<file path="src/rtl/cat_io_pkg.sv">
// Shared types and sizing helpers for the AD9361 CMOS IO mode sequencer.
package cat_io_pkg;

  typedef enum logic [2:0] {
    ST_IDLE,
    ST_MUTE,
    ST_RESET,
    ST_SETTLE,
    ST_LOCKCHK,
    ST_FAIL
  } cat_io_state_e;

  // Bits needed to hold 0..n-1 (at least one bit).
  function automatic int cnt_width(input int n);
    return (n < 2) ? 1 : $clog2(n);
  endfunction

endpackage

</file>
<file path="src/rtl/cat_io_hb_detect.sv">
// Brings the radio_clk heartbeat toggle into the control clock domain and
// emits a single-cycle pulse for every toggle seen.
module cat_io_hb_detect (
  input  logic clk_i,
  input  logic rst_ni,
  input  logic hb_toggle_i,
  output logic hb_pulse_o
);

  logic sync1_q, sync2_q, last_q;

  always_ff @(posedge clk_i or negedge rst_ni) begin
    if (!rst_ni) begin
      sync1_q <= 1'b0;
      sync2_q <= 1'b0;
      last_q  <= 1'b0;
    end else begin
      sync1_q <= hb_toggle_i;
      sync2_q <= sync1_q;
      last_q  <= sync2_q;
    end
  end

  assign hb_pulse_o = sync2_q ^ last_q;

endmodule

</file>
<file path="src/rtl/cat_io_mode_seq.sv">
// SISO/MIMO switch and boot sequencer for the AD9361 CMOS IO block; runs on
// the always-on control clock and drives areset/mimo/mute around the switch.
module cat_io_mode_seq
  import cat_io_pkg::*;
#(
  parameter int MUTE_CYCLES    = 8,
  parameter int RST_CYCLES     = 16,
  parameter int SETTLE_CYCLES  = 256,
  parameter int LOCK_EDGES     = 4,
  parameter int TIMEOUT_CYCLES = 4096,
  parameter int MAX_RETRIES    = 2,
  localparam int RW = cnt_width(MAX_RETRIES + 1)
) (
  input  logic          clk,
  input  logic          areset_n,
  input  logic          req_valid,
  input  logic          req_mimo,
  output logic          req_ready,
  output logic          io_areset,
  output logic          io_mimo,
  output logic          tx_mute,
  input  logic          rx_hb_toggle,
  output logic          locked,
  output logic          busy,
  output logic          err,
  output logic [RW-1:0] retry_cnt,
  output cat_io_state_e dbg_state
);

  localparam int MAX_A   = (MUTE_CYCLES > RST_CYCLES) ? MUTE_CYCLES : RST_CYCLES;
  localparam int MAX_B   = (SETTLE_CYCLES > TIMEOUT_CYCLES) ? SETTLE_CYCLES : TIMEOUT_CYCLES;
  localparam int CNT_MAX = (MAX_A > MAX_B) ? MAX_A : MAX_B;
  localparam int CW      = cnt_width(CNT_MAX);
  localparam int EW      = cnt_width(LOCK_EDGES);

  cat_io_state_e state_q, state_d;
  logic [CW-1:0] cnt_q, cnt_d;
  logic [EW-1:0] edge_q, edge_d;
  logic [RW-1:0] retry_q, retry_d;
  logic          target_q, target_d;
  logic          err_q, err_d;
  logic          io_areset_q, io_areset_d;
  logic          io_mimo_q;
  logic          tx_mute_q, tx_mute_d;
  logic          locked_q, locked_d;
  logic          busy_q, busy_d;
  logic          ready_q, ready_d;
  logic          hb_pulse;
  logic          accept;

  cat_io_hb_detect u_hb (
    .clk_i      (clk),
    .rst_ni     (areset_n),
    .hb_toggle_i(rx_hb_toggle),
    .hb_pulse_o (hb_pulse)
  );

  assign accept = req_valid && ready_q;

  always_comb begin
    state_d  = state_q;
    cnt_d    = cnt_q;
    edge_d   = edge_q;
    retry_d  = retry_q;
    target_d = target_q;
    err_d    = err_q;
    case (state_q)
      ST_IDLE, ST_FAIL: begin
        if (accept) begin
          target_d = req_mimo;
          err_d    = 1'b0;
          retry_d  = '0;
          state_d  = ST_MUTE;
          cnt_d    = CW'(MUTE_CYCLES - 1);
        end
      end
      ST_MUTE: begin
        if (cnt_q == '0) begin
          state_d = ST_RESET;
          cnt_d   = CW'(RST_CYCLES - 1);
        end else cnt_d = cnt_q - CW'(1);
      end
      ST_RESET: begin
        if (cnt_q == '0) begin
          state_d = ST_SETTLE;
          cnt_d   = CW'(SETTLE_CYCLES - 1);
        end else cnt_d = cnt_q - CW'(1);
      end
      ST_SETTLE: begin
        if (cnt_q == '0) begin
          state_d = ST_LOCKCHK;
          cnt_d   = CW'(TIMEOUT_CYCLES - 1);
          edge_d  = '0;
        end else cnt_d = cnt_q - CW'(1);
      end
      ST_LOCKCHK: begin
        // Lock is tested before the timeout so a last edge on the final cycle still counts.
        if (hb_pulse && (edge_q == EW'(LOCK_EDGES - 1))) begin
          state_d = ST_IDLE;
        end else begin
          if (hb_pulse) edge_d = edge_q + EW'(1);
          if (cnt_q == '0) begin
            if (retry_q < RW'(MAX_RETRIES)) begin
              retry_d = retry_q + RW'(1);
              state_d = ST_RESET;
              cnt_d   = CW'(RST_CYCLES - 1);
            end else begin
              state_d = ST_FAIL;
              err_d   = 1'b1;
            end
          end else cnt_d = cnt_q - CW'(1);
        end
      end
      default: begin
        state_d = ST_RESET;
        cnt_d   = CW'(RST_CYCLES - 1);
      end
    endcase
  end

  // Outputs are decoded from the next state so they register on the entry edge.
  always_comb begin
    io_areset_d = 1'b0;
    tx_mute_d   = 1'b1;
    locked_d    = 1'b0;
    busy_d      = 1'b1;
    ready_d     = 1'b0;
    case (state_d)
      ST_IDLE: begin
        tx_mute_d = 1'b0;
        locked_d  = 1'b1;
        busy_d    = 1'b0;
        ready_d   = 1'b1;
      end
      ST_MUTE:  io_areset_d = io_areset_q;
      ST_RESET: io_areset_d = 1'b1;
      ST_FAIL: begin
        io_areset_d = 1'b1;
        busy_d      = 1'b0;
        ready_d     = 1'b1;
      end
      default: io_areset_d = 1'b0;
    endcase
  end

  always_ff @(posedge clk or negedge areset_n) begin
    if (!areset_n) begin
      state_q     <= ST_RESET;
      cnt_q       <= CW'(RST_CYCLES - 1);
      edge_q      <= '0;
      retry_q     <= '0;
      target_q    <= 1'b0;
      err_q       <= 1'b0;
      io_areset_q <= 1'b1;
      io_mimo_q   <= 1'b0;
      tx_mute_q   <= 1'b1;
      locked_q    <= 1'b0;
      busy_q      <= 1'b1;
      ready_q     <= 1'b0;
    end else begin
      state_q     <= state_d;
      cnt_q       <= cnt_d;
      edge_q      <= edge_d;
      retry_q     <= retry_d;
      target_q    <= target_d;
      err_q       <= err_d;
      io_areset_q <= io_areset_d;
      tx_mute_q   <= tx_mute_d;
      locked_q    <= locked_d;
      busy_q      <= busy_d;
      ready_q     <= ready_d;
      // mimo moves one cycle into RESET, strictly inside the io_areset window.
      if (state_q == ST_RESET && cnt_q == CW'(RST_CYCLES - 1)) io_mimo_q <= target_q;
    end
  end

  assign req_ready = ready_q;
  assign io_areset = io_areset_q;
  assign io_mimo   = io_mimo_q;
  assign tx_mute   = tx_mute_q;
  assign locked    = locked_q;
  assign busy      = busy_q;
  assign err       = err_q;
  assign retry_cnt = retry_q;
  assign dbg_state = state_q;

endmodule

</file>
<file path="config.mk">
export PLATFORM = sky130hd
export DESIGN_NAME = cat_io_mode_seq
export DESIGN_NICKNAME = d
export VERILOG_FILES = /design/src/rtl/cat_io_pkg.sv /design/src/rtl/cat_io_hb_detect.sv /design/src/rtl/cat_io_mode_seq.sv
export SDC_FILE = /design/constraint.sdc
export NUM_CORES = 1
export LEC_CHECK = 0
export BUFFER_PORTS_ARGS = -buffer_cell sky130_fd_sc_hd__buf_2
export CAP_MARGIN = 10
export CORE_AREA = 10 10 78 60
export CTS_CLUSTER_SIZE = 25
export DETAILED_ROUTE_END_ITERATION = 8
export DIE_AREA = 0 0 88 70
export PLACE_DENSITY = 0.73
export SLEW_MARGIN = 15
export SYNTH_ARGS = -nofsm -noshare
export SYNTH_HDL_FRONTEND = slang
export SYNTH_SLANG_ARGS = --single-unit
</file>
<file path="constraint.sdc">
create_clock -name clk -period 2.5 [get_ports clk]
set_input_delay 0 -clock clk [delete_from_list [all_inputs] [get_ports clk]]
set_output_delay 0 -clock clk [all_outputs]
set_load 0.05 [all_outputs]
</file>
==> results of run 1 <==
[per-stage QoR]
stage | TNS [ps] | hold slack, ps | utilization, %
floorplan | 0 | -296 | -
global placement | 0 | 49.4 | 52.9
detailed placement | -17.5 | 61.1 | 52.9
CTS | 0 | 179 | 56.7
global route | 0 | 229 | 57.7
finish | 0 | 192 | 57.7
[power groups by stage]
stage	registers [mW]	logic, mW	clock network (mW)
final	0.894	1.26	0.399
after global routing	0.927	1.37	0.431
after CTS	0.888	1.22	0.414
after detailed placement	0.896	1.20	0
after global placement	0.885	1.17	0
after floorplan	1.10	0.721	0
[routing by layer]
layer / vias to the layer above / GRT usage (%)
met2: 40 / 19.0
li1: 647 / -
met4: 0 / 6.36
met3: 7 / 3.94
met1: 665 / 17.3
met5: - / 0
[state kept, by name, indices dropped and copies added (netlist names)]
| name | cells |
|---|---|
| tx_mute | 1 |
| edge_q | 2 |
| u_hb.sync1_q | 1 |
| u_hb.sync2_q | 1 |
| req_ready | 1 |
| u_hb.last_q | 1 |
| retry_cnt | 2 |
| busy | 1 |
| target_q | 1 |
| dbg_state | 3 |
| io_mimo | 1 |
| cnt_q | 12 |
| err | 1 |
| io_areset | 1 |
| locked | 1 |
[placed cells by master, fill, tap and decap left out, types with 6 or more instances in the layout]
master    count
buf_2        16
nor2_1       18
clkbuf_8      6
buf_4         9
o21ai_0       8
dfrtp_1      22
nor3_1        6
inv_1         7
a21oi_1      12
nand2_1       8
nand3_1       8
dfstp_2       8
[what timing repair did]
item	CTS	global route
endpoints found under the hold margin	24	0
gates resized for setup	0	6
hold buffers	3	0
endpoints found under the setup margin	1	14
buffers inserted	1	0
pin swaps	1	1
[area by class of cell]
cell class	instances	area, um^2
clock buffer	8	90.1
fill	294	1400
inverter	8	30.0
multi-input combinational	117	802
sequential	30	761
tap	40	50.0
timing repair buffer	28	178
[worst max-delay path, stage by stage (launching register included)]
cell,delay [ps]
dfstp_2,370
inv_1,60
ha_1,190
or3b_4,450
or3_4,450
a211oi_2,280
a21oi_2,130
or3_1,350
[final timing paths]
| path | from | end | slack (ps) |
|---|---|---|---|
| worst min-delay path | req_valid | dbg_state[2] | 190 |
| min in group asynchronous | areset_n | cnt_q[11] | 260 |
| worst min register to register | u_hb.sync1_q | u_hb.sync2_q | 350 |
| worst max-delay path | cnt_q[1] | tx_mute | 140 |
| worst max register to register | cnt_q[1] | tx_mute | 140 |
| max in group asynchronous | areset_n | cnt_q[6] | 1820 |
[cells by family after synthesis]
kind of cell / share of synthesized area (%)
multiplexers: 3.26
adder cells (fa/ha/maj): 2.95
AND/OR/NAND/NOR: 19.9
flip-flops: 47.2
AO/OA/AOI/OAI: 20.0
buffers and inverters: 4.97
XOR/XNOR: 1.63
==> summary.md, run 1 <==
| Metric | Value |
|---|---|
| Synth warnings | `0` |
| First-pass GRT wire length | `6530 um` |
| Worst-path fanout max | `8` |
| Internal Pwr Total | `1.37 mW` |
| Number of CTS-inserted buffers | `5` |
| Full die area | `6160 um^2` |
| Sequential area share after synthesis | `47.2%` |
| Max-Cap Viols | `0` |
| WL met1 | `1760 um` |
| Final Hold Viols | `0` |
| Combinational Power Share | `49.4%` |
| Layout cells sized above 1 | `29.8%` |
| Width of the die | `88 um` |
| Synth top area cells | `dfrtp_1 (34%), dfstp_2 (13%), nor2_1 (4.2%)` |
| Clock slew at reported path FFs | `60 ps` |
| DR WL/cell | `16.2 um` |
| Cells after DPL | `219` |
| Yosys reg bits | `30` |
| Htree depth | `2` |
| Hold path depth | `4` |
| Post-Syn Instances | `163` |
| Final worst setup slack | `143 ps` |
| Tot Pwr | `2.55 mW` |
| Number of synthesized flops with an enable pin | `0` |
| Post-synth top flop | `dfrtp_1` |
| Via density | `5.88` |
| Synth cell types | `51` |
| Die Y | `70 um` |
| Switching share of power | `46.2%` |
| RSZ-0062 raised after global routing | `no` |
| Area grow syn2layout | `18.6%` |
| Antenna violations before repair | `0` |
| Static Leakage | `0.849 nW` |
| Critical Path RT | `2710 ps` |
| Synth top area share | `34.2%` |
| Initial Utilization | `48.6%` |
| Cell Pwr Density | `1340 nW/um^2` |
| Antenna viol nets, final | `0` |
| DP Wirelength | `2750 um` |
| Worst relative slew slack | `58.3%` |
| Placer Congestion | `0.876` |
| Pre-CTS setup slack | `-17.5 ps` |
| Top Layer Used | `met4` |
| Insertion delay of the later-clocked pin in the worst-skew pair | `290 ps` |
| Crit path launch type | `flip-flop` |
| Hold Crit Class | `input pin to flip-flop` |
| Worst R2R Path Depth | `7` |
| IO buf count | `16` |
| Clock skew | `7.81 ps` |
| Clock root buffer | `clkbuf_8` |
| Tot GR Track Use | `13.2%` |
| Fin nets | `198` |
| Slew @ Worst Pin | `625 ps` |
| Top-count cell post-synth | `dfrtp_1` |
| Buffer levels on the longest clock path | `2` |
| Net Sw Power | `1.18 mW` |
| Initial DRC count | `214` |
| Via count | `1359` |
| Clk pwr share | `15.6%` |
| Pin count of the biggest net entering global routing | `31` |
| CTS tree | `done` |
| Slew Viols, Final | `0` |
| Data arrival, critical path | `2570 ps` |
| F_max | `424 MHz` |
| Worst Setup Path Type | `flip-flop to flip-flop` |
| Wire length on met3 | `217 um` |
| Crit. End Element | `flip-flop` |
| Async set-or-reset flop fraction in the synthesized netlist | `100%` |
| Seq pwr share | `35.0%` |
| Post-Layout Cell Count | `231` |
| Worst vdd ir | `732 uV` |
| Mapped Nets | `171` |
| DRC violations left | `0` |
| Final wirelength | `3730 um` |
| Vias in the first global route | `1350` |
| Post-DP Area | `1750 um^2` |
| Core area | `3310 um^2` |
| Design area | `1910 um^2` |
| Status | `completed` |
| Global route total overflow | `0` |
| I/O pin total | `17` |
| Avg Inst Size Synth | `9.88 um^2` |
| Met2 Routed Length | `1680 um` |
| Drt first pass iters | `4` |
| Crit share post-route | `94.3%` |
| Row count | `18` |
| Clock sinks | `30` |
| Largest area contributor in the netlist | `dfrtp_1` |
| Min Tclk post-route | `2360 ps` |
| Post-synth top cells | `dfrtp_1 (22), nor2_1 (18), a21oi_1 (12)` |
| Final setup fails | `0` |
| Post-Syn Area | `1610 um^2` |
| ANT cells | `0` |
No activity file was read; power rests on OpenSTA's default activity.
==> run 2: changes to the inputs <==
- REMOVE_ABC_BUFFERS: not set -> 1
- TNS_END_PERCENT: not set -> 5
==> run 2 against run 1 <==
Compared with the run above: hold slack got worse by 6.7 ps; core utilization is 0.076 points lower; sequential power hardly changed; non-clock buffer count is 1 higher; sequential share of layout area is 0.052 points higher; sequential cell count unchanged; die area is the same; via count up 2.6%; cell area down 0.13%; critical path depth unchanged; worst setup slack got worse by 56 ps; largest cell class unchanged; highest routed layer unchanged.
==> summary.md, run 2 (synthesis results as in run 1) <==
| Metric | Value |
|---|---|
| Data arrival, critical path | `2570 ps (about the same)` |
| Clock slew at reported path FFs | `60 ps (about the same)` |
| I/O pin total | `17 (unchanged)` |
| Antenna violations before repair | `0 (unchanged)` |
| Pin count of the biggest net entering global routing | `31 (unchanged)` |
| Tot GR Track Use | `12.2% (-1.0 points)` |
| # fillers | `286 (-2.7%)` |
| DR WL/cell | `16.2 um (+0.56%)` |
| Post-DP Area | `1770 um^2 (+0.86%)` |
| Most flops, register | `cnt_q` |
| Clock root buffer | `clkbuf_8` |
| Min Tclk post-route | `2410 ps (+56.2 ps)` |
| Design area | `1910 um^2 (-0.13%)` |
| ANT cells | `0 (unchanged)` |
| Max FFs per register | `12 (unchanged)` |
| Crit. End Element | `flip-flop` |
| Setup bufs post-CTS | `0 (-1)` |
| Final Hold Viols | `0 (unchanged)` |
| Fin nets | `199 (+0.51%)` |
| Clock sinks | `30 (unchanged)` |
| Status | `completed` |
| Worst Setup Path Type | `flip-flop to flip-flop` |
| Slew @ Worst Pin | `626 ps (+1.04 ps)` |
| CTS tree | `done` |
| Crit share post-route | `96.5% (+2.2 points)` |
| Die Y | `70 um (unchanged)` |
| Area grow syn2layout | `18.5%` |
| Layout cells sized above 1 | `29.3% (-0.52 points)` |
| Buffer levels on the longest clock path | `2 (unchanged)` |
| Drt first pass iters | `6 (+2)` |
| Initial DRC count | `190 (-11%)` |
| Via density | `6.04 (+2.6%)` |
| Tot Pwr | `2.56 mW (about the same)` |
| Static Leakage | `0.851 nW (+0.18%)` |
| Insertion delay of the later-clocked pin in the worst-skew pair | `280 ps (about the same)` |
| First-pass GRT wire length | `6220 um (-4.7%)` |
| Worst relative slew slack | `58.3% (-0.070 points)` |
| Hold Crit Class | `input pin to flip-flop` |
| Htree depth | `2 (unchanged)` |
| Placer Congestion | `0.911 (+4.0%)` |
| Via count | `1395 (+2.6%)` |
| Initial Utilization | `48.6% (unchanged)` |
| Vias in the first global route | `1282 (-5.0%)` |
| Worst vdd ir | `952 uV (+30%)` |
| Clock skew | `8.43 ps (+0.623 ps)` |
| Row count | `18 (unchanged)` |
| F_max | `414 MHz (-2.3%)` |
| Antenna viol nets, final | `0 (unchanged)` |
| Crit path launch type | `flip-flop` |
| Multi-input gate area | `796 um^2 (-0.78%)` |
| Most frequent cells in the layout | `dfrtp_1 (22), nor2_1 (18), buf_2 (16), a21oi_1 (12), buf_4 (10)` |
| Final setup fails | `0 (unchanged)` |
| Global route total overflow | `0 (unchanged)` |
| Width of the die | `88 um (unchanged)` |
| DRC violations left | `0 (unchanged)` |
| Full die area | `6160 um^2 (unchanged)` |
| Worst-path fanout max | `8 (unchanged)` |
| Final wirelength | `3750 um (+0.56%)` |
| DP Wirelength | `2750 um (about the same)` |
| Max-Cap Viols | `0 (unchanged)` |
| Cell Pwr Density | `1340 nW/um^2 (+0.19%)` |
| Core area | `3310 um^2 (unchanged)` |
| Critical Path RT | `2660 ps (-50 ps)` |
| Number of CTS-inserted buffers | `5 (unchanged)` |
| FF+latch area | `761 um^2 (unchanged)` |
| IO buf count | `16 (unchanged)` |
| Commonest non-fill, non-tap cell in the layout | `dfrtp_1` |
| Slew Viols, Final | `0 (unchanged)` |
[run 2: changes by cell type in the layout (fill, tap and decap cells not counted)]
cell      before  now
or4_4          2    1
a21oi_2        3    2
a21oi_4        0    1
nor3_4         1    0
clkbuf_1       2    1
or4_1          0    1
a21boi_2       1    0
buf_4          9   10
nor3_2         1    2
a21boi_1       0    1
[run 2: worst max-delay path, cell delays in order (launching register included)]
cell and delay [ps]:
dfrtp_1 450, or4_4 630, nor4_4 300, a21boi_1 170, o221ai_4 290, inv_2 80, buf_4 170, o22a_1 220
[run 2: what timing repair did]
| item | in CTS | in global routing |
|---|---|---|
| hold buffers | 3 | 0 |
| endpoints found under the setup margin | 0 | 11 |
| gates resized for setup | 0 | 4 |
| hold endpoints to repair | 24 | 0 |
[run 2: worst paths after layout]
path | start | to | slack, ps | cells after the start
setup / recovery | cnt_q[8] | cnt_q[5] | 90 | 7
hold / removal | req_valid | dbg_state[2] | 190 | 4
setup reg to reg | cnt_q[8] | cnt_q[5] | 90 | 7
hold reg to reg | u_hb.sync1_q | u_hb.sync2_q | 350 | 0
max in group asynchronous | areset_n | u_hb.last_q | 1820 | 2
min in group asynchronous | areset_n | dbg_state[2] | 270 | 2
[run 2: area by class of cell]
class                   count  area share [%]
flip-flops and latches     30            39.9
repair buffers             29            9.70
inverters                   8            1.57
clock buffers               7            4.52
well taps                  40            2.62
multi-input cells         117            41.7
[run 2: routing by layer]
layer	vias up	GRT usage, %	share of wire, %	wire length, um
met1	670	17.1	46	1730
met5	-	0	0	0
met4	0	2.65	1.1	41
met2	66	17.3	46	1710
met3	8	4.29	7.1	266
li1	651	-	-	-
[run 2: power breakdown]
part,internal [mW],total [mW],switching [mW]
sequential,0.702,0.895,0.193
clock,0.218,0.381,0.164
combinational,0.455,1.28,0.825
total,1.37,2.56,1.18
[run 2: per-stage QoR]
step	utilization [%]	setup slack, ps	hold WS (ps)	TNS, ps	std cells
2_1_floorplan	-	12.4	-296	0	155
3_3_place_gp	53.3	141	45.3	0	221
3_5_place_dp	53.3	55.1	63.0	0	221
4_1_cts	56.8	43.8	179	0	231
5_1_grt	57.6	-12.0	248	-12.0	231
6_report	57.6	86.9	186	0	231
==> run 3: changes to the inputs <==
- BUFFER_PORTS_ARGS: -buffer_cell sky130_fd_sc_hd__buf_2 -> -buffer_cell sky130_fd_sc_hd__clkbuf_2
==> run 3 against run 2 <==
Compared with the run above: combinational power about the same; largest power group unchanged; critical endpoint is now cnt_q[9]; routed wire length increased by 0.43%; power is 1.4% lower.
==> summary.md, run 3 (synthesis results as in run 1) <==
| Metric | Value |
|---|---|
| Internal Pwr Total | `1.34 mW (-2.3%)` |
| Seq pwr share | `35.6% (+0.6 points)` |
| Initial DRC count | `148 (-22%)` |
| Row count | `18 (unchanged)` |
| Combinational Power Share | `50.0% (about the same)` |
| DR WL/cell | `16.1 um (-0.86%)` |
| Initial Utilization | `48.6% (unchanged)` |
| Clock root buffer | `clkbuf_8` |
| Final setup TNS | `0 ps (unchanged)` |
| Slew @ Worst Pin | `727 ps (+102 ps)` |
| Clk pwr share | `14.4% (-0.5 points)` |
| Antenna viol nets, final | `0 (unchanged)` |
| Crit. End Element | `flip-flop` |
| Final wirelength | `3770 um (+0.43%)` |
| Layout cells sized above 1 | `29.4% (+0.062 points)` |
| Final setup fails | `0 (unchanged)` |
| Worst R2R Setup Slack | `120 ps (+30 ps)` |
| Most flops, register | `cnt_q` |
| Number of CTS-inserted buffers | `5 (unchanged)` |
| # fillers | `291 (+1.7%)` |
| First-pass GRT wire length | `6690 um (+7.6%)` |
| Core area | `3310 um^2 (unchanged)` |
| Tot GR Track Use | `13.4% (+1.2 points)` |
| Hold Crit Class | `input pin to flip-flop` |
| Pin count of the biggest net entering global routing | `31 (unchanged)` |
| Critical Path RT | `2660 ps (about the same)` |
| Final Hold Viols | `0 (unchanged)` |
| RSZ-0062 raised after global routing | `no` |
| I/O pin total | `17 (unchanged)` |
| Worst Setup Path Type | `flip-flop to flip-flop` |
| ANT cells | `0 (unchanged)` |
| DP Wirelength | `2730 um (-0.45%)` |
| Global route total overflow | `0 (unchanged)` |
| Via count | `1384 (-0.79%)` |
| Max-Cap Viols | `0 (unchanged)` |
| Width of the die | `88 um (unchanged)` |
| Net Sw Power | `1.18 mW (-0.39%)` |
| Final core utilization | `57.3% (-0.30 points)` |
| Area grow syn2layout | `17.9%` |
| DRC violations left | `0 (unchanged)` |
| Status | `completed` |
| Drt first pass iters | `4 (-2)` |
| Worst-path fanout max | `10 (+2)` |
| Crit path launch type | `flip-flop` |
| Buffer levels on the longest clock path | `2 (unchanged)` |
| Crit share post-route | `95.3% (-1.2 points)` |
| Data arrival, critical path | `2550 ps (-20 ps)` |
| Clock slew at reported path FFs | `60 ps (about the same)` |
| Vias in the first global route | `1362 (+6.2%)` |
| Insertion delay of the later-clocked pin in the worst-skew pair | `280 ps (about the same)` |
| Slew Viols, Final | `0 (unchanged)` |
| IO buf count | `16 (unchanged)` |
| Static Leakage | `0.853 nW (+0.30%)` |
| Max FFs per register | `12 (unchanged)` |
| Min Tclk post-route | `2380 ps (-31.0 ps)` |
| Clock sinks | `30 (unchanged)` |
| Placer Congestion | `0.893 (-2.0%)` |
| F_max | `420 MHz (+1.3%)` |
| CTS tree | `done` |
| Most frequent cells in the layout | `dfrtp_1 (22), nor2_1 (18), clkbuf_2 (16), a21oi_1 (12), buf_4 (12)` |
| Htree depth | `2 (unchanged)` |
| Die Y | `70 um (unchanged)` |
| Clock skew | `3.97 ps (-4.47 ps)` |
| Antenna violations before repair | `0 (unchanged)` |
| Commonest non-fill, non-tap cell in the layout | `dfrtp_1` |
| Full die area | `6160 um^2 (unchanged)` |
| Fin nets | `201 (+1.0%)` |
| Via density | `5.91 (-2.1%)` |
| Switching share of power | `46.7% (+0.47 points)` |
| Cell Pwr Density | `1330 nW/um^2 (-0.88%)` |
| Worst vdd ir | `810 uV (-15%)` |
| Worst relative slew slack | `51.5% (-6.8 points)` |
## run 3: critical path: stages, from the launching register on
cell      delay [ps]
dfstp_2          370
inv_1             80
ha_1             180
or3b_4           430
nor4_4           240
a21boi_1         140
o221ai_2         200
buf_4            210
inv_2             60
buf_4            150
o22a_1           210
## run 3: timing repair
item                                    4_1_cts  5_1_grt
buffers inserted                              0        1
gates resized for setup                       0        2
hold buffers                                  3        0
endpoints found under the hold margin        24        0
endpoints found under the setup margin        0       11
## run 3: per-layer routing
metal	track usage [%]	share of wire, %	vias up
li1	-	-	654
met1	18.0	45	662
met2	19.1	46	66
met3	5.56	8.3	2
met4	3.36	0.21	0
met5	0	0	-
## run 3: final cells by class
type / count / area (um^2) / area share [%]
clock buffers: 8 / 80.1 / 4.22
inverters: 8 / 30.0 / 1.58
multi-input cells: 117 / 777 / 40.9
flip-flops and latches: 30 / 761 / 40.1
well taps: 40 / 50.0 / 2.64
repair buffers: 31 / 200 / 10.5
## run 3: metrics by stage
stage          hold WS, ps  area (um^2)  setup WS (ps)  cells  total power, mW
2_1_floorplan         -296         1560           12.4    155             1.76
3_3_place_gp          74.4         1770            142    222             2.08
4_1_cts                183         1880           11.0    233             2.51
3_5_place_dp           103         1770           18.3    222             2.13
6_report               239         1900            118    234             2.52
5_1_grt                301         1900           22.7    234             2.71
## run 3: worst paths after layout
kind	from	to	cells past startpoint
max in group asynchronous	areset_n	cnt_q[10]	2
min reg2reg	u_hb.sync1_q	u_hb.sync2_q	0
max reg2reg	cnt_q[1]	cnt_q[9]	10
max	cnt_q[1]	cnt_q[9]	10
min	req_valid	err	5
min in group asynchronous	areset_n	retry_cnt[0]	2
## run 3: power by group through the flow
stage | Clock (mW) | Combinational [mW] | Sequential [mW]
after floorplan | 0 | 0.628 | 1.14
after global placement | 0 | 1.20 | 0.883
after detailed placement | 0 | 1.24 | 0.893
after CTS | 0.377 | 1.24 | 0.889
after global routing | 0.402 | 1.38 | 0.930
final | 0.364 | 1.26 | 0.897
